## src/rtl/ex_stage.sv

```systemverilog
// Execute stage: drives the combinational ALU, resolves bne/blt and registers the X/M latch.
// Optional macro EX_OVF_EXCEPTION_EN enables overflow-exception rewriting into RSTATUS_REG.

module alu (
    input  logic [31:0] i_operand_a,
    input  logic [31:0] i_operand_b,
    input  logic [4:0]  i_opcode,
    input  logic [4:0]  i_shamt,
    output logic [31:0] o_result,
    output logic        o_not_equal,
    output logic        o_less_than,
    output logic        o_overflow
);
    always_comb begin
        o_result   = '0;
        o_overflow = 1'b0;
        case (i_opcode)
            5'd0: begin
                o_result   = i_operand_a + i_operand_b;
                o_overflow = (i_operand_a[31] == i_operand_b[31]) && (o_result[31] != i_operand_a[31]);
            end
            5'd1: begin
                o_result   = i_operand_a - i_operand_b;
                o_overflow = (i_operand_a[31] != i_operand_b[31]) && (o_result[31] != i_operand_a[31]);
            end
            5'd2:    o_result = i_operand_a & i_operand_b;
            5'd3:    o_result = i_operand_a | i_operand_b;
            5'd4:    o_result = i_operand_a << i_shamt;
            5'd5:    o_result = $signed(i_operand_a) >>> i_shamt;
            default: o_result = '0;
        endcase
    end

    assign o_not_equal = (i_operand_a != i_operand_b);
    assign o_less_than = ($signed(i_operand_a) < $signed(i_operand_b));
endmodule

module ex_stage #(
    parameter int unsigned RSTATUS_REG = 30
) (
    input  logic        clock,
    input  logic        reset,
    input  logic        in_valid,
    output logic        in_ready,
    input  logic [2:0]  in_kind,
    input  logic [4:0]  in_aluop,
    input  logic [4:0]  in_shamt,
    input  logic [4:0]  in_rd,
    input  logic [31:0] in_a,
    input  logic [31:0] in_b,
    input  logic [31:0] in_imm,
    input  logic [31:0] in_pc,
    input  logic        in_flush,
    output logic        out_valid,
    input  logic        out_ready,
    output logic [31:0] out_result,
    output logic [4:0]  out_rd,
    output logic        out_wen,
    output logic        out_exc,
    output logic        out_br_taken,
    output logic [31:0] out_br_target
);
`ifdef EX_OVF_EXCEPTION_EN
    localparam bit OVF_EN = 1'b1;
`else
    localparam bit OVF_EN = 1'b0;
`endif

    typedef enum logic [2:0] {
        KIND_ALU  = 3'd0,
        KIND_ADDI = 3'd1,
        KIND_BNE  = 3'd2,
        KIND_BLT  = 3'd3
    } kind_t;

    logic [4:0]  w_aluop;
    logic [31:0] w_alu_b;
    logic [31:0] w_alu_result;
    logic        w_not_equal;
    logic        w_less_than;
    logic        w_alu_ovf;

    logic [31:0] w_result;
    logic [4:0]  w_rd;
    logic        w_wen;
    logic        w_exc;
    logic        w_taken;
    logic        w_ovf_chk;
    logic [31:0] w_ovf_code;
    logic [31:0] w_target;
    logic        w_accept;

    logic        r_valid;
    logic [31:0] r_result;
    logic [4:0]  r_rd;
    logic        r_wen;
    logic        r_exc;
    logic        r_taken;
    logic [31:0] r_target;

    always_comb begin
        w_aluop = in_aluop;
        w_alu_b = in_b;
        case (kind_t'(in_kind))
            KIND_ADDI: begin
                w_aluop = 5'd0;
                w_alu_b = in_imm;
            end
            KIND_BNE, KIND_BLT: w_aluop = 5'd1;
            default: ;
        endcase
    end

    alu u_alu (
        .i_operand_a (in_a),
        .i_operand_b (w_alu_b),
        .i_opcode    (w_aluop),
        .i_shamt     (in_shamt),
        .o_result    (w_alu_result),
        .o_not_equal (w_not_equal),
        .o_less_than (w_less_than),
        .o_overflow  (w_alu_ovf)
    );

    assign w_target = in_pc + 32'd1 + in_imm;

    always_comb begin
        w_result   = w_alu_result;
        w_rd       = in_rd;
        w_wen      = (in_rd != '0);
        w_exc      = 1'b0;
        w_taken    = 1'b0;
        w_ovf_chk  = 1'b0;
        w_ovf_code = 32'd1;
        case (kind_t'(in_kind))
            KIND_ALU: begin
                if (in_aluop > 5'd5) begin
                    w_result = '0;
                    w_wen    = 1'b0;
                end else if (in_aluop == 5'd0 || in_aluop == 5'd1) begin
                    w_ovf_chk  = 1'b1;
                    w_ovf_code = (in_aluop == 5'd0) ? 32'd1 : 32'd3;
                end
            end
            KIND_ADDI: begin
                w_ovf_chk  = 1'b1;
                w_ovf_code = 32'd2;
            end
            KIND_BNE: begin
                w_rd    = '0;
                w_wen   = 1'b0;
                w_taken = w_not_equal;
            end
            KIND_BLT: begin
                w_rd    = '0;
                w_wen   = 1'b0;
                w_taken = w_less_than;
            end
            default: w_result = in_a;
        endcase
        // Exception rewrite redirects the write to the status register with a cause code.
        if (OVF_EN && w_ovf_chk && w_alu_ovf) begin
            w_result = w_ovf_code;
            w_rd     = 5'(RSTATUS_REG);
            w_wen    = 1'b1;
            w_exc    = 1'b1;
        end
    end

    assign in_ready = !r_valid || out_ready;
    assign w_accept = in_valid && in_ready && !in_flush;

    always_ff @(posedge clock or posedge reset) begin
        if (reset) begin
            r_valid  <= 1'b0;
            r_result <= '0;
            r_rd     <= '0;
            r_wen    <= 1'b0;
            r_exc    <= 1'b0;
            r_taken  <= 1'b0;
            r_target <= '0;
        end else if (in_flush) begin
            r_valid <= 1'b0;
        end else if (w_accept) begin
            r_valid  <= 1'b1;
            r_result <= w_result;
            r_rd     <= w_rd;
            r_wen    <= w_wen;
            r_exc    <= w_exc;
            r_taken  <= w_taken;
            r_target <= w_target;
        end else if (out_ready) begin
            r_valid <= 1'b0;
        end
    end

    assign out_valid     = r_valid;
    assign out_result    = r_result;
    assign out_rd        = r_rd;
    assign out_wen       = r_wen;
    assign out_exc       = r_exc;
    assign out_br_taken  = r_taken;
    assign out_br_target = r_target;
endmodule

```

## config.mk

```make
export PLATFORM = sky130hd
export DESIGN_NAME = ex_stage
export DESIGN_NICKNAME = d
export VERILOG_FILES = /design/src/rtl/ex_stage.sv
export SDC_FILE = /design/constraint.sdc
export NUM_CORES = 1
export LEC_CHECK = 0
export BUFFER_PORTS_ARGS = -buffer_cell sky130_fd_sc_hd__buf_4
export CAP_MARGIN = 20
export CORE_MARGIN = 3
export CORE_UTILIZATION = 50
export CTS_CLUSTER_DIAMETER = 200
export DETAILED_ROUTE_END_ITERATION = 12
export GPL_TIMING_DRIVEN = 0
export PLACE_DENSITY = 0.72
export SLEW_MARGIN = 15
export SYNTH_ARGS = -nofsm -noshare
export SYNTH_HDL_FRONTEND = slang
export SYNTH_SLANG_ARGS = --single-unit
```

## constraint.sdc

```tcl
create_clock -name clock -period 5.7 [get_ports clock]
set_input_delay 1.14 -clock clock [delete_from_list [all_inputs] [get_ports clock]]
set_output_delay 1.14 -clock clock [all_outputs]
set_load 0.01 [all_outputs]
```

==> results of run 1 <==
==> worst max-delay path, cell delays in order <==
cell and delay, ns:
buf_4 0.11, nand2b_1 0.21, nor2_4 0.25, buf_1 0.50, mux2_2 0.45, inv_1 0.09, ha_1 0.24, buf_2 0.19
o21ai_0 0.26, o21ai_0 0.22, a21boi_0 0.43, or3_1 0.17, o211ai_1 0.25, a31oi_1 0.39, o21ai_0 0.17, a21oi_1 0.41
mux2i_1 0.24, o21ai_0 0.11
==> routing by layer <==
metal,up-vias,global-route usage [%],share of wire (%)
met5,-,0,0.020
met4,2,27.8,7.6
met3,307,10.6,12
met2,1289,70.2,43
met1,7551,53.7,37
li1,7197,-,-
==> cell usage in the layout (no fill, tap or decap), types with 6 or more instances in the layout <==
cell type / Yosys / layout
mux2i_1: 64 / 64
and2_1: 7 / 7
nor4_1: 13 / 13
buf_2: 21 / 21
buf_1: 20 / 21
clkbuf_16: 0 / 9
a21oi_1: 176 / 176
mux2_2: 46 / 46
nand2b_1: 16 / 16
nand3_1: 26 / 26
o21ai_0: 182 / 182
o21a_1: 13 / 13
a221oi_1: 34 / 34
nor2b_1: 12 / 12
or3_1: 10 / 10
nand4_1: 10 / 10
ha_1: 136 / 136
o21bai_1: 20 / 20
a211oi_1: 37 / 36
inv_1: 104 / 103
clkbuf_8: 4 / 6
nand2_1: 224 / 224
xnor2_1: 36 / 36
mux4_2: 20 / 20
nor2_1: 194 / 193
a21boi_0: 6 / 6
and3_1: 15 / 15
a211o_1: 7 / 7
clkbuf_1: 61 / 60
o211ai_1: 25 / 25
xor2_1: 17 / 17
a21o_1: 33 / 33
o31ai_1: 13 / 12
dfrtp_1: 72 / 72
nor3_1: 30 / 30
o22ai_1: 23 / 23
buf_4: 8 / 228
a31oi_1: 17 / 17
or2_2: 8 / 8
==> kinds of logic after synthesis <==
group | count (synthesis)
AO/OA/AOI/OAI | 648
AND/OR/NAND/NOR | 586
buffers and inverters | 225
adder cells (fa/ha/maj) | 139
multiplexers | 130
flip-flops | 72
XOR/XNOR | 53
other | 1
==> final cells by class <==
| class | count | area share (%) |
|---|---|---|
| timing repair buffer | 221 | 10.6 |
| multi-input combinational | 1557 | 67.0 |
| tap | 335 | 2.66 |
| inverter | 107 | 2.57 |
| clock inverter | 3 | 0.413 |
| sequential | 72 | 11.4 |
| clock buffer | 12 | 1.63 |
| buffer | 118 | 3.64 |
==> registers in the layout, indices dropped and copies added, names as in the netlist <==
| signal | flops |
|---|---|
| out_br_taken | 1 |
| out_br_target | 32 |
| out_rd | 5 |
| out_result | 32 |
| out_valid | 1 |
| out_wen | 1 |
==> metrics by stage <==
stage | worst slack, ns | hold slack (ns) | instances
after global placement | -0.701 | 0.455 | 2409
after global routing | 0.0177 | 0.504 | 2425
after floorplan | 0.829 | 0.507 | 1854
after detailed placement | -0.756 | 0.461 | 2410
after CTS | 0.0883 | 0.475 | 2425
final | 0.0864 | 0.473 | 2425
==> worst min path at each step <==
stage                                                to                          start
after floorplan                   out_rd[0]$_DFFE_PP0P_          out_rd[0]$_DFFE_PP0P_
after global placement            out_rd[4]$_DFFE_PP0P_          out_rd[4]$_DFFE_PP0P_
after detailed placement          out_rd[1]$_DFFE_PP0P_          out_rd[1]$_DFFE_PP0P_
after CTS                         out_rd[1]$_DFFE_PP0P_          out_rd[1]$_DFFE_PP0P_
after global routing      out_br_target[29]$_DFFE_PP0P_  out_br_target[29]$_DFFE_PP0P_
final                             out_rd[1]$_DFFE_PP0P_          out_rd[1]$_DFFE_PP0P_
==> power by group through the flow <==
stage	registers [W]	logic (W)	clock network [W]
after floorplan	0.000728	0.000989	0
after global placement	0.000692	0.00171	0
after detailed placement	0.000697	0.00173	0
after CTS	0.000688	0.00174	0.000649
after global routing	0.000699	0.00193	0.000668
final	0.000692	0.00182	0.000655
==> metrics, run 1 <==
Internal Power=0.00172 W; Slew @ Worst Pin=1.14 ns; Final Setup Violations=0; Setup crit end=out_result[25]$_DFFE_PP0P_; Die H=169 um; Max VDD drop=0.000150 V; die area=0.0286 mm2; most frequent cells after synthesis=224 x nand2_1, 194 x nor2_1, 182 x o21ai_0; Total Wirelength=65700 um; Hold Path Stages=2; ANT cells=0; routability cong.=1.13; Clock Sink Count=72; Net Sw Power=0.00144 W; Synth async-reset ratio=100%; final period utilization=98.5%; clk buf depth=2; Yosys reg bits=72; RSZ-0062 raised after global routing=false; grt total ovfl=0; NumNets Final=2376; Yosys cell types=83; Vias/cell=6.74; Leak=7.25 nW; top cells by area, synth=dfrtp_1 14%, ha_1 13%, o21ai_0 6.8%, a21oi_1 6.6%, nand2_1 6.3%; cell with the most instances after synthesis=nand2_1; Worst Setup End Kind=flip-flop; worst skew pair latency=0.36 ns; initial antenna violation count=1; P&R area growth vs syn=18.3%; Sw Ratio=45.5%; core outline area=0.0261 mm2; sequential share of the synthesized area=13.5%; status=complete, no violations; largest net degree at the start of global routing=39; Power Dens Cells=201 mW/mm2; Slew Viols, Final=0; Inserted Clock Buffers=9; proportion of synthesized area in mux cells=12.1%; Primary FF master, synth=dfrtp_1; CTS tree=done; Logic pwr share=57.5%; Slew headroom=23.4%; Avg Inst Size Synth=7.18 um2; Post-Synth XOR/XNOR Area=3.49%; min cycle time layout=5.61 ns; Synth top area share=13.5%; DRC=0; Finished Cell Area=0.0157 mm2; crit start category=input port; placed cell areas=0.0154 mm2; Crit Reg-Reg Startpoint=out_valid$_DFFE_PP0P_; RR Endpoint=out_rd[3]$_DFFE_PP0P_; Compound-Gate Fraction of Synth Area=30.8%; Rows=59; Clock transition at path regs=0.07 ns; Highest Clock Rate=0.178 GHz; Post-Syn Area=0.0133 mm2; vias in the first global route=15.9k; Synthesized Nets=2144; post-synth top area cell=dfrtp_1; post-cts sizing count=3; Port Buffers=220; Initial Utilization=50.9%; HP Class=reg -> reg; Worst Setup Path Type=in -> reg; Post-CTS Hold Buffers=0; Max-Cap Viols=0; TNS Setup=0 ns; first-pass GRT wire length=95900 um; required time of the worst setup path=5.92 ns; Synth Area in Adders=13.2%; Worst Path Arrival=5.83 ns; layout cell share with drive strength beyond 1=17.6%; H-tree depth=3; EDFF count, synth=0; synth warn=0; Filler cells=2470; Critical Path Start=in_kind[2]; Clock Root Buffer=clkbuf_16; post-DP HPWL=53200 um; Mapped Cells=1854; Seq pwr share=21.9%; clock network power share=20.7%; final core utilization=60.2%; drt pass-1 iters=7; Storage cell area=0.00180 mm2; post-route ant nets=0; drt first-iter violations=1965; GRT Util Overall=44.1%; Fin Clk Skew=0.0114 ns; per-cell routed wire length=27.1 um; IO Pins=225; largest family of logic cells by synthesized area=compound AO/OA/AOI/OAI gates; Post-CTS Setup Bufs=0; die span in x=169 um; flop2flop setup slack=2.41 ns; crit-path max FO=10; vias=16.3k; Fin. Hold Viols=0; total power=0.00317 W; Multi-input gate area=0.0105 mm2; worst r2r path cells=7; simple-gate portion of the synthesized area=19.5%
Power figures use the tool's default switching activity.
==> inputs of run 2 (changes only) <==
- SYNTH_HIERARCHICAL: default -> 1
==> run 2 against run 1 <==
Clock skew shrank 0.0047 ns. Synthesized cell count down 0.97%. First-iteration DRC count rose by 38%.
==> metrics, run 2 <==
status=complete, no violations (unchanged); Synthesized Nets=2130 (was 2144); required time of the worst setup path=5.89 ns (was 5.92 ns); grt total ovfl=0 (unchanged); NumNets Final=2365 (was 2376); post-DP HPWL=54500 um (was 53200 um); crit start category=input port (unchanged); flop2flop setup slack=2.83 ns (was 2.41 ns); ANT cells=0 (unchanged); most common cell after layout, fill and taps aside=buf_4 (unchanged); Inserted Clock Buffers=9 (unchanged); RR Endpoint=out_br_target[26]$_DFFE_PP0P_ (was out_rd[3]$_DFFE_PP0P_); Final Setup Violations=0 (unchanged); Clock Sink Count=72 (unchanged); Leak=7.22 nW (was 7.25 nW); Worst Setup End Kind=flip-flop (unchanged); routability cong.=1.12 (was 1.13); Worst Setup Path Type=in -> reg (unchanged); WP buf/inv=4 (unchanged); endpoint with the worst hold slack=out_rd[3]$_DFFE_PP0P_ (was out_rd[1]$_DFFE_PP0P_); Initial Utilization=50.9% (about the same); hold wc startpoint=out_rd[3]$_DFFE_PP0P_ (was out_rd[1]$_DFFE_PP0P_); Fin. Hold Viols=0 (unchanged); HP Class=reg -> reg (unchanged); DRC=0 (unchanged); synth warn=6 (was 0); Hold Path Stages=2 (unchanged); Clock Root Buffer=clkbuf_16 (unchanged); Slew @ Worst Pin=1.19 ns (was 1.14 ns); drt first-iter violations=2712 (was 1965); Finished Cell Area=0.0163 mm2 (was 0.0157 mm2); Max VDD drop=0.000134 V (was 0.000150 V); Avg Inst Size Synth=7.47 um2 (was 7.18 um2); clk buf depth=2 (unchanged); Die H=172 um (was 169 um); crit-path max FO=10 (unchanged); Fin Clk Skew=0.00669 ns (was 0.0114 ns); initial antenna violation count=0 (was 1); per-cell routed wire length=27.8 um (was 27.1 um); vias in the first global route=15.5k (was 15.9k); Max-Cap Viols=0 (unchanged); Top Family by Delay on Critical Path=compound AO/OA/AOI/OAI gates (unchanged); CTS tree=done (unchanged); Slew Viols, Final=0 (unchanged); commonest cells after routing, fill and taps aside=226 x buf_4, 187 x nand2_1, 186 x a21oi_1 (was 228 x buf_4, 224 x nand2_1, 193 x nor2_1); die span in x=172 um (was 169 um); Highest Clock Rate=0.176 GHz (was 0.178 GHz); Power Dens Cells=193 mW/mm2 (was 201 mW/mm2); first-pass GRT wire length=96500 um (was 95900 um); Total Wirelength=67300 um (was 65700 um); P&R area growth vs syn=18.7% (was 18.3%); worst skew pair latency=0.34 ns (was 0.36 ns); drt pass-1 iters=9 (was 7); TNS Setup=0 ns (unchanged); hold_ws=0.471 ns (was 0.473 ns); layout cell share with drive strength beyond 1=18.7% (was 17.6%); final period utilization=99.7% (was 98.5%); min cycle time layout=5.68 ns (was 5.61 ns); Slew headroom=20.2% (was 23.4%); Port Buffers=220 (unchanged); cell depth of the worst setup path=20 (was 18); worst-path cell chain=buf_4, nand2b_1, nor2_4, buf_4, mux2_2, inv_1, ha_1, clkbuf_1, o21ai_0, a21oi_1, o21ai_1, a211oi_2, nor3b_1, o21ai_0, a21oi_1, xnor2_1, o21ai_1, nor3b_1, a21oi_1, o21ai_0 (was buf_4, nand2b_1, nor2_4, buf_1, mux2_2, inv_1, ha_1, buf_2, o21ai_0, o21ai_0, a21boi_0, or3_1, o211ai_1, a31oi_1, o21ai_0, a21oi_1, mux2i_1, o21ai_0); placed cell areas=0.0158 mm2 (was 0.0154 mm2); Mapped Cells=1836 (was 1854); Post-Syn Area=0.0137 mm2 (was 0.0133 mm2); largest net degree at the start of global routing=43 (was 39); Vias/cell=6.86 (was 6.74); Filler cells=2529 (was 2470); H-tree depth=3 (unchanged); Slowest-stage cell, CP=nor3b_1 (was buf_1); IO Pins=225 (unchanged); die area=0.0295 mm2 (was 0.0286 mm2); worst r2r path cells=8 (was 7); GRT Util Overall=43.5% (was 44.1%); Worst Path Arrival=5.87 ns (was 5.83 ns); Critical Path Max Stage Delay=0.63 ns (was 0.50 ns); Clock transition at path regs=0.06 ns (was 0.07 ns); post-route ant nets=0 (unchanged); core outline area=0.0270 mm2 (was 0.0261 mm2); Rows=60 (was 59); Crit Reg-Reg Startpoint=out_valid$_DFFE_PP0P_ (unchanged); vias=16.6k (was 16.3k)
-- run 2: metal layers --
metal	vias to the layer above	GRT usage [%]	part of all wire, %
met5	-	0	0
met4	0	24.1	7.0
met3	300	8.80	12
met2	1287	68.2	43
met1	7772	55.9	38
li1	7214	-	-
-- run 2: repair_timing --
action                                  in CTS  in global routing
pin swaps                                    0                  2
cloned                                       0                  0
buffers inserted                             0                  3
hold buffers                                 0                  0
resized for setup                           10                 14
endpoints found under the setup margin      18                  9
-- run 2: through the flow --
| stage | cells | util [%] | setup slack, ns | power (W) |
|---|---|---|---|---|
| after floorplan | 1836 | - | 0.838 | 0.00171 |
| final | 2417 | 60.4 | 0.0198 | 0.00314 |
| after CTS | 2414 | 60.1 | 0.00907 | 0.00304 |
| after global routing | 2417 | 60.4 | -0.0488 | 0.00327 |
| after global placement | 2397 | 58.6 | -1.46 | 0.00240 |
| after detailed placement | 2399 | 58.8 | -1.45 | 0.00243 |
-- run 2: worst reg2reg max path, cell delays in order, from the launching register on --
cell and delay (ns):
dfrtp_1 0.34, nor2b_1 0.23, inv_1 0.10, nand3b_1 0.27, clkbuf_1 0.35, clkbuf_1 0.49
clkbuf_1 0.72, nand2_1 0.17, o31ai_1 0.11
-- run 2: worst max path at each step --
stage	start	end
after floorplan	in_kind[2]	out_result[24]$_DFFE_PP0P_
after global placement	in_kind[2]	out_result[31]$_DFFE_PP0P_
after detailed placement	in_kind[2]	out_result[31]$_DFFE_PP0P_
after CTS	in_kind[2]	out_result[29]$_DFFE_PP0P_
after global routing	in_kind[2]	out_result[26]$_DFFE_PP0P_
final	in_kind[2]	out_result[30]$_DFFE_PP0P_
-- run 2: cell type report --
| cell class | instances | area (um2) | area share [%] |
|---|---|---|---|
| clock inverters | 5 | 81.3 | 0.499 |
| clock buffers | 11 | 233 | 1.43 |
| inverters | 113 | 427 | 2.62 |
| well taps | 341 | 427 | 2.62 |
| flip-flops and latches | 72 | 1800 | 11.1 |
| plain buffers | 126 | 529 | 3.25 |
| repair buffers | 225 | 1710 | 10.5 |
| multi-input cells | 1524 | 11100 | 68.0 |
-- run 2: power by group --
| group | leakage [nW] | switching [W] | total [W] | internal (W) |
|---|---|---|---|---|
| Sequential | 0.912 | 0.0000645 | 0.000672 | 0.000608 |
| Clock | 0.150 | 0.000231 | 0.000615 | 0.000384 |
| Combinational | 6.16 | 0.00114 | 0.00185 | 0.000711 |
| Total | 7.22 | 0.00144 | 0.00314 | 0.00170 |
